===== src/rtl/mem_arb_pkg.sv =====
// Shared definitions for the memory arbiter: sequencing states, default
// parameter values and the wait-counter width helper.
package mem_arb_pkg;

  localparam int DEF_ADDR_W  = 32;
  localparam int DEF_DATA_W  = 32;
  localparam int DEF_TIMEOUT = 255;

  typedef enum logic [2:0] {
    ST_IDLE   = 3'd0,
    ST_FETCH  = 3'd1,
    ST_EXEC   = 3'd2,
    ST_DATA   = 3'd3,
    ST_COMMIT = 3'd4,
    ST_ERROR  = 3'd5
  } arb_state_t;

  // Bits needed to hold the values 0..limit.
  function automatic int cnt_width(input int limit);
    return (limit < 1) ? 1 : $clog2(limit + 1);
  endfunction

endpackage


===== src/rtl/wait_timer.sv =====
// Saturating memory-wait counter.
// Ports:
//   clk, rst_n - clock and asynchronous active-low reset
//   clr        - restart the count at zero (wins over en)
//   en         - count one waited cycle
//   expired    - count has reached LIMIT; it stays there until clr
module wait_timer
  import mem_arb_pkg::*;
#(
  parameter int LIMIT = DEF_TIMEOUT
) (
  input  logic clk,
  input  logic rst_n,
  input  logic clr,
  input  logic en,
  output logic expired
);

  localparam int W = cnt_width(LIMIT);
  localparam logic [W-1:0] LIMIT_V = W'(LIMIT);

  logic [W-1:0] cnt;

  always_ff @(posedge clk or negedge rst_n) begin
    if (!rst_n) begin
      cnt <= '0;
    end else if (clr) begin
      cnt <= '0;
    end else if (en && (cnt != LIMIT_V)) begin
      cnt <= cnt + W'(1);
    end
  end

  assign expired = (cnt == LIMIT_V);

endmodule


===== src/rtl/mem_arbiter.sv =====
// Shares one single-port memory between instruction fetch and data access
// and sequences the processor through one instruction at a time.
// Ports:
//   clk, rst_n          - clock, asynchronous active-low reset
//   run                 - allow new instructions to start
//   inst_addr           - PC used for fetch
//   data_addr, data_in  - load/store address and store data
//   ctrl_mem_read/write - load/store request, sampled in EXEC
//   instr, data_out     - latched instruction and load data
//   pc_enable           - one-cycle commit strobe
//   mem_req/we/addr/wdata, mem_rdata, mem_ack - memory side
//   err                 - sticky error (timeout or read+write conflict)
//   instr_count         - committed instruction count (wraps)
//
// state     | meaning
// ----------+-----------------------------------------------
// ST_IDLE   | no request, waiting for run
// ST_FETCH  | instruction read outstanding
// ST_EXEC   | settle cycle, decode load/store controls
// ST_DATA   | load or store outstanding
// ST_COMMIT | pc_enable pulse, count instruction
// ST_ERROR  | memory timeout, parked until reset
module mem_arbiter
  import mem_arb_pkg::*;
#(
  parameter int ADDR_W  = DEF_ADDR_W,
  parameter int DATA_W  = DEF_DATA_W,
  parameter int TIMEOUT = DEF_TIMEOUT
) (
  input  logic              clk,
  input  logic              rst_n,
  input  logic              run,
  input  logic [ADDR_W-1:0] inst_addr,
  input  logic [ADDR_W-1:0] data_addr,
  input  logic [DATA_W-1:0] data_in,
  input  logic              ctrl_mem_read,
  input  logic              ctrl_mem_write,
  output logic [DATA_W-1:0] instr,
  output logic [DATA_W-1:0] data_out,
  output logic              pc_enable,
  output logic              mem_req,
  output logic              mem_we,
  output logic [ADDR_W-1:0] mem_addr,
  output logic [DATA_W-1:0] mem_wdata,
  input  logic [DATA_W-1:0] mem_rdata,
  input  logic              mem_ack,
  output logic              err,
  output logic [31:0]       instr_count
);

  // Reset asserts asynchronously but releases on a clock edge.
  logic [1:0] rst_sync;
  logic       rst_int_n;

  always_ff @(posedge clk or negedge rst_n) begin
    if (!rst_n) begin
      rst_sync <= 2'b00;
    end else begin
      rst_sync <= {rst_sync[0], 1'b1};
    end
  end

  assign rst_int_n = rst_sync[1];

  arb_state_t state, next_state;
  logic ld_fetch, ld_data, data_we;
  logic cap_instr, cap_data, set_err;
  logic timer_clr, timer_en, wait_expired;

  always_ff @(posedge clk or negedge rst_int_n) begin
    if (!rst_int_n) begin
      state <= ST_IDLE;
    end else begin
      state <= next_state;
    end
  end

  always_comb begin
    next_state = state;
    ld_fetch   = 1'b0;
    ld_data    = 1'b0;
    data_we    = 1'b0;
    cap_instr  = 1'b0;
    cap_data   = 1'b0;
    set_err    = 1'b0;
    case (state)
      ST_IDLE: begin
        if (run) begin
          next_state = ST_FETCH;
          ld_fetch   = 1'b1;
        end
      end
      ST_FETCH: begin
        // An ack on the last allowed cycle still wins over the timeout.
        if (mem_ack) begin
          next_state = ST_EXEC;
          cap_instr  = 1'b1;
        end else if (wait_expired) begin
          next_state = ST_ERROR;
          set_err    = 1'b1;
        end
      end
      ST_EXEC: begin
        // A simultaneous read+write is flagged but the write still goes out.
        if (ctrl_mem_write) begin
          next_state = ST_DATA;
          ld_data    = 1'b1;
          data_we    = 1'b1;
          set_err    = ctrl_mem_read;
        end else if (ctrl_mem_read) begin
          next_state = ST_DATA;
          ld_data    = 1'b1;
        end else begin
          next_state = ST_COMMIT;
        end
      end
      ST_DATA: begin
        if (mem_ack) begin
          next_state = ST_COMMIT;
          cap_data   = !mem_we;
        end else if (wait_expired) begin
          next_state = ST_ERROR;
          set_err    = 1'b1;
        end
      end
      ST_COMMIT: begin
        if (run) begin
          next_state = ST_FETCH;
          ld_fetch   = 1'b1;
        end else begin
          next_state = ST_IDLE;
        end
      end
      ST_ERROR: next_state = ST_ERROR;
      default:  next_state = ST_IDLE;
    endcase
  end

  assign timer_clr = ld_fetch | ld_data;
  assign timer_en  = ((state == ST_FETCH) || (state == ST_DATA)) && !mem_ack;
  assign pc_enable = (state == ST_COMMIT);

  wait_timer #(
    .LIMIT(TIMEOUT)
  ) u_wait_timer (
    .clk    (clk),
    .rst_n  (rst_int_n),
    .clr    (timer_clr),
    .en     (timer_en),
    .expired(wait_expired)
  );

  // Request fields are loaded only on entry to FETCH/DATA, so they cannot
  // move while mem_req is high.
  always_ff @(posedge clk or negedge rst_int_n) begin
    if (!rst_int_n) begin
      mem_req     <= 1'b0;
      mem_we      <= 1'b0;
      mem_addr    <= '0;
      mem_wdata   <= '0;
      instr       <= '0;
      data_out    <= '0;
      err         <= 1'b0;
      instr_count <= '0;
    end else begin
      mem_req <= (next_state == ST_FETCH) || (next_state == ST_DATA);
      if (ld_fetch) begin
        mem_addr <= inst_addr;
        mem_we   <= 1'b0;
      end else if (ld_data) begin
        mem_addr  <= data_addr;
        mem_we    <= data_we;
        mem_wdata <= data_in;
      end
      if (cap_instr) begin
        instr <= mem_rdata;
      end
      if (cap_data) begin
        data_out <= mem_rdata;
      end
      if (set_err) begin
        err <= 1'b1;
      end
      if (state == ST_COMMIT) begin
        instr_count <= instr_count + 32'd1;
      end
    end
  end

endmodule


===== config.mk =====
export PLATFORM = sky130hd
export DESIGN_NAME = mem_arbiter
export DESIGN_NICKNAME = d
export VERILOG_FILES = /design/src/rtl/mem_arb_pkg.sv /design/src/rtl/wait_timer.sv /design/src/rtl/mem_arbiter.sv
export SDC_FILE = /design/constraint.sdc
export NUM_CORES = 1
export LEC_CHECK = 0
export ABC_CLOCK_PERIOD_IN_PS = 13950
export CAP_MARGIN = 20
export CORE_MARGIN = 2
export CORE_UTILIZATION = 47
export DETAILED_ROUTE_END_ITERATION = 7
export PLACE_DENSITY = 0.86
export SKIP_CTS_REPAIR_TIMING = 1
export SLEW_MARGIN = 20
export SYNTH_ARGS = -nofsm -noshare
export SYNTH_HDL_FRONTEND = slang
export SYNTH_SLANG_ARGS = --single-unit

===== constraint.sdc =====
create_clock -name clk -period 13.95 [get_ports clk]
set_input_delay 2.79 -clock clk [delete_from_list [all_inputs] [get_ports clk]]
set_output_delay 2.79 -clock clk [all_outputs]
set_load 0.05 [all_outputs]

**After elaboration in Yosys (flattened, before gate mapping)**

Index checks and enable logic that the tools add are counted.

- Bitwise gates (word level): 2
- $add $sub $neg: 2
- Reductions and logical operators: 12
- Eq/ne operators: 9
- Multiplexer cells: 29

Operators by type and width:

| kind | count |
|---|---|
| $mux 32 | 2 |
| $add 32x1->32 const B | 1 |
| $mux 3 | 6 |
| $pmux 3 s6 | 1 |
| $mux 1 | 17 |
| $mux 8 | 2 |
| $eq 3x2->1 const B | 3 |
| $add 8x1->8 const B | 1 |
| $eq 8x8->1 const B | 1 |
| $ne 8x8->1 const B | 1 |
| $eq 3x1->1 const B | 2 |
| $eq 3x3->1 const B | 2 |
| $reduce_bool 2->1 | 2 |
| $reduce_or 2->1 | 2 |
| $logic_not 3->1 | 1 |
| $logic_and 1x1->1 | 2 |
| $logic_not 1->1 | 2 |
| $logic_or 1x1->1 | 2 |
| $pmux 1 s2 | 1 |
| $reduce_and 2->1 | 1 |
| $not 1->1 | 1 |
| $or 1x1->1 | 1 |

- Register bits: 176
- Logic and storage cells: 65
- Output and inout bits: 164
- Input bits: 134

**Depth between registers and ports, before layout**

Gate-level depths: netlist (run 1).

- Depth after elaboration: 6
- Gate-level depth with buffers: 7
- Depth with buffers taken out: 6

**Cells and area by module**

From an unflattened synthesis (run 1), not the netlist that was laid out.

- Cell total of the unflattened synthesis: 560
- Area total of the unflattened synthesis: 7,452.1 µm²

By module, submodules not included:

| module | cells each | area an instance (µm²) | seq. area each (µm²) | instances |
|---|---|---|---|---|
| mem_arbiter | 513 | 6,982.9 | 4,204.0 | 1 |
| wait_timer | 47 | 469.2 | 200.2 | 1 |

**Worst setup path after synthesis (run 1)**

Ideal clock, no wire load.

- Kind: register to output
- Start: reg state[1]
- End: out pc_enable
- Data required time: 11,160 ps
- Setup slack: 9,214 ps
- Stages on the path, launching flop included: 3
- Arrival: 1,946 ps
- Buffers on the path: 1
- Path through: dfrtp_1 -> buf_2 -> nor3b_1

- Cells in the longest elaborated chain, start to end: 1

RTL lines:

| what | line | text |
|---|---|---|
| start, declared | mem_arbiter.sv:65 | `arb_state_t state, next_state;` |
| start signal, assigned | mem_arbiter.sv:74 | `state <= next_state;` |
| $eq 3x3->1 | mem_arbiter.sv:141 | `assign pc_enable = (state == ST_COMMIT);` |
| end, declared | mem_arbiter.sv:40 | `output logic pc_enable,` |

No other way between the ends.

**Worst setup path in the final report (run 1)**

- Start: reg state[0]
- End: out pc_enable

Same word-level chain as after synthesis.

==> metrics.txt, run 1 <==
CP max stage cell clkdlybuf4s50_1; Tmin final 5.25 ns; maximum achievable frequency 191 MHz; GR Util All Layers 23.3%; DRT iter0 DRCs 160; vias in the first global route 5,672; Die Ht 129 µm; Final nets 973; Critical Path End Type output pin; sequential fraction of the synthesis area 60.4%; share of the synthesized area in the top cell type 60.4%; remaining antenna violation count after routing 0; Crit path arrival time 2.46 ns; final setup vio count 0; via count 5,375; first-pass GRT wire length 29,700 µm; final wirelength 18,800 µm; Vias/cell 5.18; Post-synth top cells dfrtp_1 (176), mux2_2 (97), nor2_1 (39); clk_lat worst skew 0.42 ns; Root Buffer clkbuf_16; Area contributors post-synth dfrtp_1 (60%), mux2_2 (15%), mux2i_1 (4.3%), xnor2_1 (3.4%), a21oi_1 (2.5%); Pre-antenna DRT Iters 5; total negative slack 0 ns; number of flops mapped to enable cells by yosys 0; number of buffers created by CTS 17; Layout area overhead 50.4%; effective utilization at floorplan 47.9%; Internal 1.53 mW; GRT overflow 0; cell family contributing the most delay on the critical path buffers and inverters; clk slew on worst S/H paths 0.07 ns; Synth Cell Area 7290 µm²; Gate power share 54.2%; initial antenna violation count 0; Synth Register Bits 176; Antenna Diode Count 0; GPL Wtd Cong 0.847; CP bufs+invs 1; CTS tree built; core box area 15,200 µm²; final hold violation count 0; critical path type flop to output pin; crit-path cells nor3b_1, clkdlybuf4s50_1; max cap viols 0; Detailed Place HPWL 13,800 µm; Avg WL per Cell 18.1 µm; die area 16,500 µm²; DRC 0; Area after DPL 10,400 µm²; Seq pwr share 29.8%; Die W 129 µm; power share of the clock group 16.0%; Synth area leader dfrtp_1; ys flop type dfrtp_1; CP required 11.16 ns; Worst Max-Slew Pin Slew 0.939 ns; LEAKAGE 4.50 nW; IO Pins 298; largest net degree at the start of global routing 81; Async SR Flop Fraction 100%; status completed; Tcrit/Tclk final 37.6%; H-tree depth 4; Hold WC Path Type flop to async pin; fraction of layout cells with a size suffix above 1 17.3%; syn nets 677; Mean Syn Cell Area 13.5 µm²; warning count from the yosys run 0; max-slew violations 0; Max Clock Skew 0.0110 ns; Max VDD drop 0.192 mV; RSZ-0062 raised after global routing false; Worst path max stage delay 0.94 ns; most frequent cell after synthesis dfrtp_1; CP startpoint kind flop; # rows 45; max_slew headroom 37.2%; final instance area 11,000 µm²; Pwr Density 259 nW/µm²; post-synthesis cell type count 45; CP max FO 15; Cells after Synth 541; Buffers on Ports 297; Clock Sinks 176; Psw 1.32 mW; Clock Path Buffers 2; switch share 46.3%; Layout fillers 1,019
==> layer usage <==
| metal | global-route usage, % | part of all wire, % | vias up |
|---|---|---|---|
| met2 | 39.5 | 52 | 186 |
| met1 | 27.8 | 39 | 2652 |
| li1 | - | - | 2506 |
| met3 | 7.57 | 7.2 | 31 |
| met4 | 9.02 | 2.3 | 0 |
| met5 | 0 | 0 | - |
==> metrics by stage <==
stage | hold slack, ns | power, mW | cells | util, % | worst slack [ns]
2_1_floorplan | 0.331 | 1.86 | 541 | - | 8.68
6_report | 0.345 | 2.84 | 1038 | 72.1 | 8.70
3_5_place_dp | 0.340 | 2.40 | 1006 | 68.3 | 8.95
5_1_grt | 0.372 | 2.97 | 1038 | 72.1 | 8.54
4_1_cts | 0.355 | 2.87 | 1038 | 72.0 | 8.65
3_3_place_gp | 0.339 | 2.36 | 1006 | 68.3 | 9.06
==> final timing paths <==
kind,start,to,slack [ns],cells after the start
worst max-delay path,state[0],pc_enable,8.70,2
worst min-delay path,rst_sync[1],mem_addr[5],0.34,0
worst max register to register,state[0],instr[8],11.64,3
worst min register to register,rst_sync[1],mem_addr[5],0.34,0
max in group asynchronous,rst_n,rst_sync[1],11.27,1
min in group clk,rst_sync[0],rst_sync[1],0.35,0
==> area by class of cell <==
cell class | count | area [µm²] | area share (%)
clock buffer | 18 | 439 | 4.01
sequential | 176 | 4410 | 40.2
multi-input combinational | 338 | 2710 | 24.8
timing repair buffer | 303 | 3020 | 27.6
clock inverter | 14 | 135 | 1.23
inverter | 1 | 3.75 | 0.0343
tap | 188 | 235 | 2.15
==> cell families after synthesis <==
group | share of synthesized area (%)
DFF | 60.4
adders and majority gates | 0.343
buffers and inverters | 2.66
other | 0.0515
muxes | 19.3
AOI/OAI and AO/OA | 4.12
and+or+nand+nor | 8.91
xor gates and xnor gates | 4.21
==> layout by cell type, fill, tap and decap left out, types with 2 or more instances in the layout <==
cell type / n
and4_1: 3
o21ai_0: 4
nor3_1: 2
dfrtp_1: 175
clkbuf_16: 17
nand2b_1: 3
clkinvlp_4: 6
nand3_1: 18
or3b_1: 2
and3_1: 10
nand4_1: 11
mux2i_1: 31
clkinv_4: 4
nand3b_1: 2
a21oi_1: 36
xnor2_1: 28
clkdlybuf4s50_1: 297
buf_4: 5
ha_1: 2
nor3b_2: 3
nor3b_1: 2
xor2_1: 7
nand2_1: 15
nor2_1: 39
a21o_1: 2
mux2_2: 97
==> state kept, by name, summed over array words and instances (netlist names) <==
signal,cells
data_out,32
err,1
instr,32
instr_count,32
mem_addr,32
mem_req,1
mem_wdata,32
mem_we,1
rst_sync,2
state,3
u_wait_timer.cnt,8
==> power groups by stage <==
stage	Combinational (mW)	Clock [mW]	Sequential, mW
after floorplan	0.338	0	1.52
after global placement	1.52	0	0.840
after detailed placement	1.55	0	0.854
after CTS	1.55	0.465	0.849
after global routing	1.60	0.490	0.877
final	1.54	0.456	0.847
(Power assumes the default switching activity.)
==> run 2, diff against run 1 <==
--- a/config.mk
+++ b/config.mk
@@ -5,12 +5,12 @@
 export SDC_FILE = /design/constraint.sdc
 export NUM_CORES = 1
 export LEC_CHECK = 0
-export ABC_CLOCK_PERIOD_IN_PS = 13950
+export ABC_CLOCK_PERIOD_IN_PS = 5000
 export CAP_MARGIN = 20
 export CORE_MARGIN = 2
-export CORE_UTILIZATION = 47
+export CORE_UTILIZATION = 43
 export DETAILED_ROUTE_END_ITERATION = 7
-export PLACE_DENSITY = 0.86
+export PLACE_DENSITY = 0.8
 export SKIP_CTS_REPAIR_TIMING = 1
 export SLEW_MARGIN = 20
 export SYNTH_ARGS = -nofsm -noshare
==> constraint.sdc (replaced) <==
create_clock -name clk -period 5 [get_ports clk]
set_input_delay 1 -clock clk [delete_from_list [all_inputs] [get_ports clk]]
set_output_delay 1 -clock clk [all_outputs]
set_load 0.05 [all_outputs]
==> run 2 against run 1 <==
- hold slack got worse by 0.037 ns
- combinational power rose to 2.8 times the previous value
- core utilization fell by 5.7 points
- count of clock-buffer cells in the layout rose by 2
- worst setup slack got worse by 7.2 ns
- flip-flop and latch count did not move
- final cell count rose by 3.3%
- register-to-register slack got worse by 9.1 ns
- sequential power rose to 2.8 times the previous value
- largest cell class unchanged
- highest routed layer unchanged
==> metrics.txt, run 2 (synthesized netlist as in run 1, its figures left out) <==
Critical Path End Type output pin; most common cell after layout, fill and taps aside clkdlybuf4s50_1; Buffers on Ports 297 (unchanged); final setup vio count 0 (unchanged); placed insts 1,039 (+3.3%); total negative slack 0 ns (unchanged); Root Buffer clkbuf_16; first-pass GRT wire length 30,000 µm (+1.3%); switch share 46.1% (-0.17 points); CP max FO 15 (unchanged); clk slew on worst S/H paths 0.06 ns (about the same); Max VDD drop 0.559 mV (+190%); power share of the clock group 15.9% (about the same); maximum achievable frequency 285 MHz; CTS tree built; IO Pins 298 (unchanged); CP required 4.00 ns (-7.16 ns); Worst Max-Slew Pin Slew 0.950 ns (+0.0104 ns); r2r setup slk 2.58 ns (-9.06 ns); Detailed Place HPWL 13,900 µm (+0.98%); H-tree depth 4 (unchanged); status completed; Tmin final 3.50 ns; Layout area overhead 51.2%; die area 18,000 µm² (+9.0%); r2r worst-path depth 5 (+2); remaining antenna violation count after routing 0 (unchanged); vias in the first global route 5,868 (+3.5%); initial antenna violation count 0 (unchanged); Pre-antenna DRT Iters 4 (-1); Hold WC Path Type flop to async pin; largest net degree at the start of global routing 57 (-30%); Internal 4.27 mW (+180%); Clock Path Buffers 2 (unchanged); r2r endpoint mem_addr[2]; Setup WS post-layout 1.50 ns (-7.20 ns); RSZ-0062 raised after global routing false; Seq pwr share 29.8% (about the same); Die Ht 134 µm (+4.4%); Final Non-Filler Cells 1,072 (+3.3%); DRT iter0 DRCs 159 (-0.63%); final wirelength 18,600 µm (-1.1%); clk_lat worst skew 0.42 ns (about the same); Gate power share 54.2% (about the same); max-slew violations 0 (unchanged); GR Util All Layers 21.2% (-2.1 points); DRC 0 (unchanged); Final nets 974 (+0.10%); Pwr Density 720 nW/µm² (+180%); pre-CTS setup slack 1.55 ns (-7.40 ns); core box area 16,600 µm² (+9.1%); via count 5,448 (+1.4%); # rows 47 (+4.4%); Tcrit/Tclk final 70.1%; fraction of layout cells with a size suffix above 1 17.3% (-0.020 points); Crit path arrival time 2.50 ns (+0.04 ns); Avg WL per Cell 17.4 µm (-4.2%); RR Startpoint state[1]; Die W 134 µm (+4.4%); Max Clock Skew 0.00774 ns (-0.00327 ns); CP startpoint kind flop; Area after DPL 10,400 µm² (+0.65%); final instance area 11,000 µm² (+0.52%); max_slew headroom 36.6% (-0.68 points); GRT overflow 0 (unchanged); LEAKAGE 4.51 nW (+0.31%); total power 7.93 mW (+180%); final hold violation count 0 (unchanged); Hold Slack 0.308 ns (-0.0375 ns); Clock Sinks 176 (unchanged); most frequent cells in the layout clkdlybuf4s50_1 (297), dfrtp_1 (175), mux2_2 (97); number of buffers created by CTS 17 (unchanged); effective utilization at floorplan 43.9% (-4.0 points); critical path type flop to output pin; Final Util 66.4% (-5.7 points); Vias/cell 5.08 (-1.9%); max cap viols 0 (unchanged); GPL Wtd Cong 0.834 (-1.6%); Psw 3.66 mW (+180%)
[run 2: changes by cell type in the layout (fill, tap and decap cells not counted), sizes merged]
cell      change
buf           +1
clkbuf        +2
clkinvlp      -1
clkinv        -2
inv           +1
diode         +1
[run 2: worst max path at each step]
| stage | from | endpoint | slack [ns] |
|---|---|---|---|
| after floorplan | state[1] | pc_enable | 2.05 |
| after global placement | ctrl_mem_write | mem_addr[23] | 1.68 |
| after detailed placement | ctrl_mem_write | mem_addr[2] | 1.55 |
| after CTS | state[0] | pc_enable | 1.47 |
| after global routing | state[0] | pc_enable | 1.37 |
| final | state[0] | pc_enable | 1.50 |
[run 2: power by group through the flow]
stage	registers (mW)	logic (mW)	clock network [mW]
4_1_cts	2.37	4.33	1.29
5_1_grt	2.45	4.47	1.36
2_1_floorplan	4.25	0.943	0
3_3_place_gp	2.36	4.23	0
6_report	2.37	4.30	1.26
3_5_place_dp	2.38	4.32	0
[run 2: metal layers]
| layer | up-vias | track usage, % | wire length [µm] |
|---|---|---|---|
| li1 | 2502 | - | - |
| met1 | 2696 | 23.3 | 6790 |
| met2 | 212 | 37.9 | 9810 |
| met3 | 38 | 6.88 | 1410 |
| met4 | 0 | 8.77 | 606 |
| met5 | - | 0 | 0 |
[run 2: area by class of cell]
class | instances | area (µm²)
diodes | 1 | 2.50
clock buffers | 20 | 457
clock inverters | 12 | 109
fillers | 1199 | 5570
inverters | 1 | 3.75
multi-input cells | 338 | 2710
flip-flops and latches | 176 | 4410
well taps | 220 | 275
repair buffers | 304 | 3050
[run 2: worst max-delay path, stage by stage, from the launching register on]
cell and delay (ns):
dfrtp_1 0.55, nor3b_1 0.59, clkdlybuf4s50_1 0.95
